[src/rtl/pcie_tx_arb_pkg.sv]
// pcie_tx_arb_pkg: shared types and constants for the PCIe TX round-robin arbiter.
package pcie_tx_arb_pkg;
    typedef enum logic {IDLE, XFER} state_t;
    localparam int TUSER_WIDTH = 4;
    localparam int MAX_REQ = 4;
endpackage

[src/rtl/pcie_tx_arbiter_rr_pick.sv]
// rr_pick: combinational round-robin choice of the first requester after the pointer.
module rr_pick
    import pcie_tx_arb_pkg::*;
#(
    parameter int NUM_REQ = 2
) (
    input  logic [NUM_REQ-1:0] req_i,
    input  logic [1:0]         ptr_i,
    output logic               valid_o,
    output logic [1:0]         idx_o
);
    logic [MAX_REQ-1:0] req_x;
    logic [1:0]         cand;
    assign req_x   = MAX_REQ'(req_i);
    assign valid_o = |req_i;
    // Scan from farthest to nearest so the nearest requester after ptr wins.
    always_comb begin
        idx_o = '0;
        cand  = '0;
        for (int k = NUM_REQ; k >= 1; k--) begin
            cand = 2'((int'(ptr_i) + k) % NUM_REQ);
            if (req_x[cand]) idx_o = cand;
        end
    end
endmodule

[src/rtl/pcie_tx_arbiter.sv]
// pcie_tx_arbiter: packet-granular round-robin sharing of the PCIe TX AXI-Stream port.
// Define PCIE_TX_ARB_WDT_EN to revoke grants that never start a packet.
module pcie_tx_arbiter
    import pcie_tx_arb_pkg::*;
#(
    parameter int C_DATA_WIDTH = 64,
    parameter int KEEP_WIDTH   = C_DATA_WIDTH / 8,
    parameter int NUM_REQ      = 2,
    parameter int WDT_CYCLES   = 256
) (
    input  logic                            pcie_clk,
    input  logic                            pcie_rst_n,
    input  logic [NUM_REQ-1:0]              pcie_in_req,
    output logic [NUM_REQ-1:0]              pcie_in_ack,
    input  logic [NUM_REQ-1:0]              pcie_in_tvalid,
    input  logic [NUM_REQ-1:0]              pcie_in_tlast,
    input  logic [NUM_REQ*C_DATA_WIDTH-1:0] pcie_in_tdata,
    input  logic [NUM_REQ*KEEP_WIDTH-1:0]   pcie_in_tkeep,
    input  logic [NUM_REQ*TUSER_WIDTH-1:0]  pcie_in_tuser,
    output logic [NUM_REQ-1:0]              pcie_in_tready,
    output logic                            pcie_out_tvalid,
    output logic                            pcie_out_tlast,
    output logic [C_DATA_WIDTH-1:0]         pcie_out_tdata,
    output logic [KEEP_WIDTH-1:0]           pcie_out_tkeep,
    output logic [TUSER_WIDTH-1:0]          pcie_out_tuser,
    input  logic                            pcie_out_tready,
    output logic                            arb_busy,
    output logic [1:0]                      arb_grant_idx,
    output logic [15:0]                     wdt_timeout_cnt
);
    if (NUM_REQ < 2 || NUM_REQ > MAX_REQ || WDT_CYCLES < 1) begin : g_bad_cfg
        $error("pcie_tx_arbiter: unsupported NUM_REQ or WDT_CYCLES");
    end

    state_t                          state_q, state_d;
    logic [1:0]                      ptr_q, ptr_d;
    logic [NUM_REQ-1:0]              ack_q, ack_d;
    logic                            started_q, started_d;
    logic                            pick_valid, busy, fire, wdt_expire;
    logic [1:0]                      pick_idx;
    logic [MAX_REQ-1:0]              req_x, valid_x, last_x;
    logic [MAX_REQ*C_DATA_WIDTH-1:0] data_x;
    logic [MAX_REQ*KEEP_WIDTH-1:0]   keep_x;
    logic [MAX_REQ*TUSER_WIDTH-1:0]  user_x;

    rr_pick #(.NUM_REQ(NUM_REQ)) u_pick (
        .req_i  (pcie_in_req),
        .ptr_i  (ptr_q),
        .valid_o(pick_valid),
        .idx_o  (pick_idx)
    );

    // Widen to MAX_REQ so the 2-bit grant index can address any build.
    assign req_x   = MAX_REQ'(pcie_in_req);
    assign valid_x = MAX_REQ'(pcie_in_tvalid);
    assign last_x  = MAX_REQ'(pcie_in_tlast);
    assign data_x  = (MAX_REQ*C_DATA_WIDTH)'(pcie_in_tdata);
    assign keep_x  = (MAX_REQ*KEEP_WIDTH)'(pcie_in_tkeep);
    assign user_x  = (MAX_REQ*TUSER_WIDTH)'(pcie_in_tuser);

    assign busy            = state_q == XFER;
    assign pcie_out_tvalid = busy & valid_x[ptr_q];
    assign pcie_out_tlast  = busy & last_x[ptr_q];
    assign pcie_out_tdata  = busy ? data_x[int'(ptr_q)*C_DATA_WIDTH +: C_DATA_WIDTH] : '0;
    assign pcie_out_tkeep  = busy ? keep_x[int'(ptr_q)*KEEP_WIDTH +: KEEP_WIDTH] : '0;
    assign pcie_out_tuser  = busy ? user_x[int'(ptr_q)*TUSER_WIDTH +: TUSER_WIDTH] : '0;
    assign fire            = pcie_out_tvalid & pcie_out_tready;
    assign pcie_in_tready  = ack_q & {NUM_REQ{pcie_out_tready}};
    assign pcie_in_ack     = ack_q;
    assign arb_busy        = busy;
    assign arb_grant_idx   = ptr_q;

    always_comb begin
        state_d   = state_q;
        ptr_d     = ptr_q;
        ack_d     = ack_q;
        started_d = started_q;
        if (!busy) begin
            if (pick_valid) begin
                state_d   = XFER;
                ptr_d     = pick_idx;
                ack_d     = NUM_REQ'(1) << pick_idx;
                started_d = 1'b0;
            end
        end else if ((fire && last_x[ptr_q]) || (!started_q && !fire && (!req_x[ptr_q] || wdt_expire))) begin
            state_d = IDLE;
            ack_d   = '0;
        end else begin
            started_d = started_q | fire;
        end
    end

    always_ff @(posedge pcie_clk or negedge pcie_rst_n) begin
        if (!pcie_rst_n) begin
            state_q   <= IDLE;
            ptr_q     <= '0;
            ack_q     <= '0;
            started_q <= 1'b0;
        end else begin
            state_q   <= state_d;
            ptr_q     <= ptr_d;
            ack_q     <= ack_d;
            started_q <= started_d;
        end
    end

`ifdef PCIE_TX_ARB_WDT_EN
    logic        waiting;
    logic [31:0] wdt_q;
    logic [15:0] tmo_q;
    // Only the gap between ack and the first accepted beat is policed.
    assign waiting         = busy & !started_q & !fire;
    assign wdt_expire      = waiting && wdt_q == 32'(WDT_CYCLES - 1);
    assign wdt_timeout_cnt = tmo_q;

    always_ff @(posedge pcie_clk or negedge pcie_rst_n) begin
        if (!pcie_rst_n) begin
            wdt_q <= '0;
            tmo_q <= '0;
        end else begin
            wdt_q <= waiting ? wdt_q + 32'd1 : '0;
            tmo_q <= tmo_q + 16'(wdt_expire && tmo_q != 16'hFFFF);
        end
    end
`else
    assign wdt_expire      = 1'b0;
    assign wdt_timeout_cnt = '0;
`endif
endmodule

[config.mk]
export PLATFORM = sky130hd
export DESIGN_NAME = pcie_tx_arbiter
export DESIGN_NICKNAME = d
export VERILOG_FILES = /design/src/rtl/pcie_tx_arb_pkg.sv /design/src/rtl/pcie_tx_arbiter_rr_pick.sv /design/src/rtl/pcie_tx_arbiter.sv
export SDC_FILE = /design/constraint.sdc
export NUM_CORES = 1
export LEC_CHECK = 0
export ABC_CLOCK_PERIOD_IN_PS = 1300
export CORE_AREA = 2 2 101 103
export CTS_BUF_LIST = sky130_fd_sc_hd__clkbuf_4 sky130_fd_sc_hd__clkbuf_8
export DETAILED_ROUTE_END_ITERATION = 10
export DIE_AREA = 0 0 103 105
export PLACE_DENSITY = 0.7
export SLEW_MARGIN = 20
export SYNTH_ARGS = -nofsm -noshare
export SYNTH_HDL_FRONTEND = slang
export SYNTH_HIERARCHICAL = 1
export SYNTH_SLANG_ARGS = --single-unit
[constraint.sdc]
create_clock -name pcie_clk -period 1.3 [get_ports pcie_clk]
set_input_delay 0.26 -clock pcie_clk [delete_from_list [all_inputs] [get_ports pcie_clk]]
set_output_delay 0.26 -clock pcie_clk [all_outputs]
set_load 0.05 [all_outputs]
==> results.py <==
metrics = {
    "run_status": {
        "status": "finished, violations left",
        "failed_checks": "negative setup slack",
    },
    "power_and_ir_drop": {
        "comb_power_share_pct": 95.7,
        "switchingPower_mw": 8.100,
        "p_int_mw": 8.250,
        "clock_power_share_pct": 2.0,
        "powerDensity_nw_per_um2": 2370,
        "vdd_drop_max_mv": 1.430,
        "power.share.sequential_pct": 2.4,
        "p_total_mw": 16.35,
        "power_leakage_nw": 2.452,
        "sw_frac_of_total_pct": 49.54,
    },
    "global_route": {
        "global_route_wire_length_before_repair_um": 14820,
        "grt_max_degree": 34,
        "antenna_found_initial": 0,
        "gr-total-overflow": 0,
        "grt_util_all_layers_pct": 17.37,
        "first_global_vias": 2865,
    },
    "routing": {
        "detailroute.via_count": 2774,
        "mean_routed_wirelength_per_cell_um": 17.58,
        "drc_errors": 0,
        "drt_wl_total_um": 11180,
        "post_drt_via_cell_ratio": 4.362,
        "dr.pass1.iters": 4,
        "drt_first_iter_violations": 46,
        "ant_nets": 0,
    },
    "timing": {
        "timing_hold_violations_final": 0,
        "period_minus_slack_ps": 1868,
        "fmax_mhz": 535.5,
        "timing.final.max_slew_violations": 0,
        "tns_ps": -39290,
        "final.setup_skew_ps": 5.492,
        "unrepaired_setup_endpoints_after_global_routing": "true",
        "setup-violations-final": 84,
        "min_period_over_period_pct": 143.7,
        "postLayoutSetupSlackWorst_ps": -567.6,
    },
    "place": {
        "io_buffer_count": 245,
        "gp_congestion": 0.7893,
        "dpl_worst_slack_ps": -333.1,
        "dp_hpwl_um": 8135,
    },
    "min_path": {
        "hold_path_class": "in2async",
    },
    "synth": {
        "synth-edff-count": 0,
        "postSynthAreaPerCell_um2": 7.396,
        "synthCells": 226,
        "synth_top_flop_cell": "dfrtp_1",
        "yosys_register_bits": 6,
        "postSynth.asyncResetShare_pct": 100.0,
        "yosys.cell_count.top_type": "mux2i_1",
        "yosys_warnings": 6,
        "netlist_top_cells_area": "mux2i_1, nor2_1, buf_4",
        "syn-cell-area_um2": 1672,
        "synth.distinct_cells": 26,
        "synth-seq-area-share_pct": 8.982,
        "post-synth-top-area-fraction_pct": 47.90,
        "netlist_top_cells_count": "mux2i_1, nor2_1, buf_4",
        "synth_largest_area_cell": "mux2i_1",
    },
    "job": {
        "drv_cap": 0,
    },
    "clock_network": {
        "numClockSinks": 6,
        "path_clk_slew_ps": 40,
        "htree_levels": 1,
        "ctsRootBufferMaster": "clkbuf_8",
        "tritoncts": "yes",
        "cts_buffer_depth": 2,
        "cts_inserted_buffers": 3,
        "clk_latency_ps": 230,
    },
    "floorplan": {
        "die_height_um": 105,
        "floorplan.initialDensity_pct": 17.34,
        "floorplan.die_area_um2": 10820,
        "die_x_um": 103,
        "placement_rows": 36,
        "coreArea_um2": 9639,
        "num_io_pins": 262,
    },
    "setup_path": {
        "cp-end-kind": "primary output",
        "top_fanout_value_on_the_critical_path": 8,
        "timing.critical_path.max_delay_family": "buffers and inverters",
        "worstSetupPathType": "reg2out",
        "slowest_delay_ps": 480,
        "cp_data_required_time_ps": 1040,
        "crit_chain": "buf_12 > buf_6 > mux2i_2 > nor2_4 > buf_12",
        "path_common_cell": "buf_12",
        "critPathLaunchType": "register",
        "critical-path-slowest-cell": "dfrtp_4",
        "worstPathArrival_ps": 1610,
        "path_buf_inv": 3,
    },
    "layout": {
        "final_layout_size_suffix_gt1_share_pct": 60.83,
        "diodes": 0,
        "fillCellCount": 663,
        "area_delta_synth_final_pct": 312.7,
        "nNetsFinal": 665,
    },
}
## placed cells by master, fill, tap and decap left out, types with 2 or more instances in the layout
master	Yosys	layout
clkbuf_8	0	3
clkdlybuf4s50_1	0	159
mux2_4	1	2
and2_2	0	2
buf_6	1	13
buf_12	0	78
dfrtp_2	0	2
o32ai_1	2	2
mux2i_2	0	23
nand2_1	4	3
buf_4	21	28
inv_2	0	2
mux2_2	3	2
mux2i_1	80	3
buf_16	0	3
conb_1	2	17
dfrtp_1	6	3
buf_8	0	7
clkbuf_16	0	3
mux2i_4	0	54
nor2_4	0	76
## per-stage QoR
| stage | cell area (um^2) | cells | hold WS, ps | util (%) |
|---|---|---|---|---|
| 6_report | 6899 | 636 | 282.2 | 71.57 |
| 5_1_grt | 6899 | 636 | 302.0 | 71.57 |
| 4_1_cts | 6296 | 624 | 289.2 | 65.32 |
| 3_5_place_dp | 5783 | 615 | 530.0 | 59.99 |
| 3_3_place_gp | 5783 | 615 | 521.9 | 59.99 |
| 2_1_floorplan | 2486 | 241 | -35.59 | - |
## cells by family (layout without fill, tap and decap cells)
kind of cell	Yosys count	count (layout)	share of synthesized area (%)
AO/OA/AOI/OAI	8	8	4.042
buffers and inverters	37	299	14.07
flip-flops	6	6	8.982
multiplexers	84	84	50.82
other	2	17	0.4493
AND/OR/NAND/NOR	89	89	21.63
## registers in the layout, summed over array words and instances, names as in the netlist
name           count
arb_busy           1
arb_grant_idx      2
pcie_in_ack        2
started_q          1
## repair_timing
| action | CTS | global route |
|---|---|---|
| pin swaps | 8 | 18 |
| cloned | 2 | 4 |
| setup endpoints to repair | 87 | 84 |
| gates resized for setup | 80 | 68 |
| hold buffers | 0 | 0 |
| buffers inserted | 3 | 8 |
## power groups by stage
stage                     clock (mW)  combinational (mW)  sequential [mW]
after floorplan                    0                7.43            0.598
after global placement             0                12.7            0.379
after detailed placement           0                12.8            0.387
after CTS                      0.326                14.1            0.392
after global routing           0.342                16.2            0.393
final                          0.324                15.6            0.385
## worst paths after layout
kind | startpoint | endpoint | slack (ps) | cells after the start
hold / removal | pcie_rst_n | pcie_in_ack[1] | 280 | 1
max in group asynchronous | pcie_rst_n | arb_grant_idx[0] | 760 | 1
setup / recovery | arb_grant_idx[0] | pcie_out_tdata[47] | -570 | 5
hold reg to reg | started_q | started_q | 590 | 2
setup reg to reg | arb_grant_idx[0] | arb_busy | -410 | 5
min in group pcie_clk | started_q | started_q | 590 | 2
## final cells by class
type / instances / area, um^2 / area share, %
Tap cell: 133 / 166.4 / 2.412
Sequential cell: 6 / 156.4 / 2.267
Multi-Input combinational cell: 198 / 2735 / 39.64
Inverter: 3 / 11.26 / 0.1632
Clock buffer: 4 / 48.80 / 0.7073
Timing Repair Buffer: 292 / 3781 / 54.81
## metal layers
layer	GRT usage [%]	vias to the layer above	wire length, um
met2	33.86	137	6431
met5	0	-	0
met4	3.853	0	172
li1	-	1306	-
met1	18.20	1317	3589
met3	4.080	14	990
(Power assumes the default switching activity.)
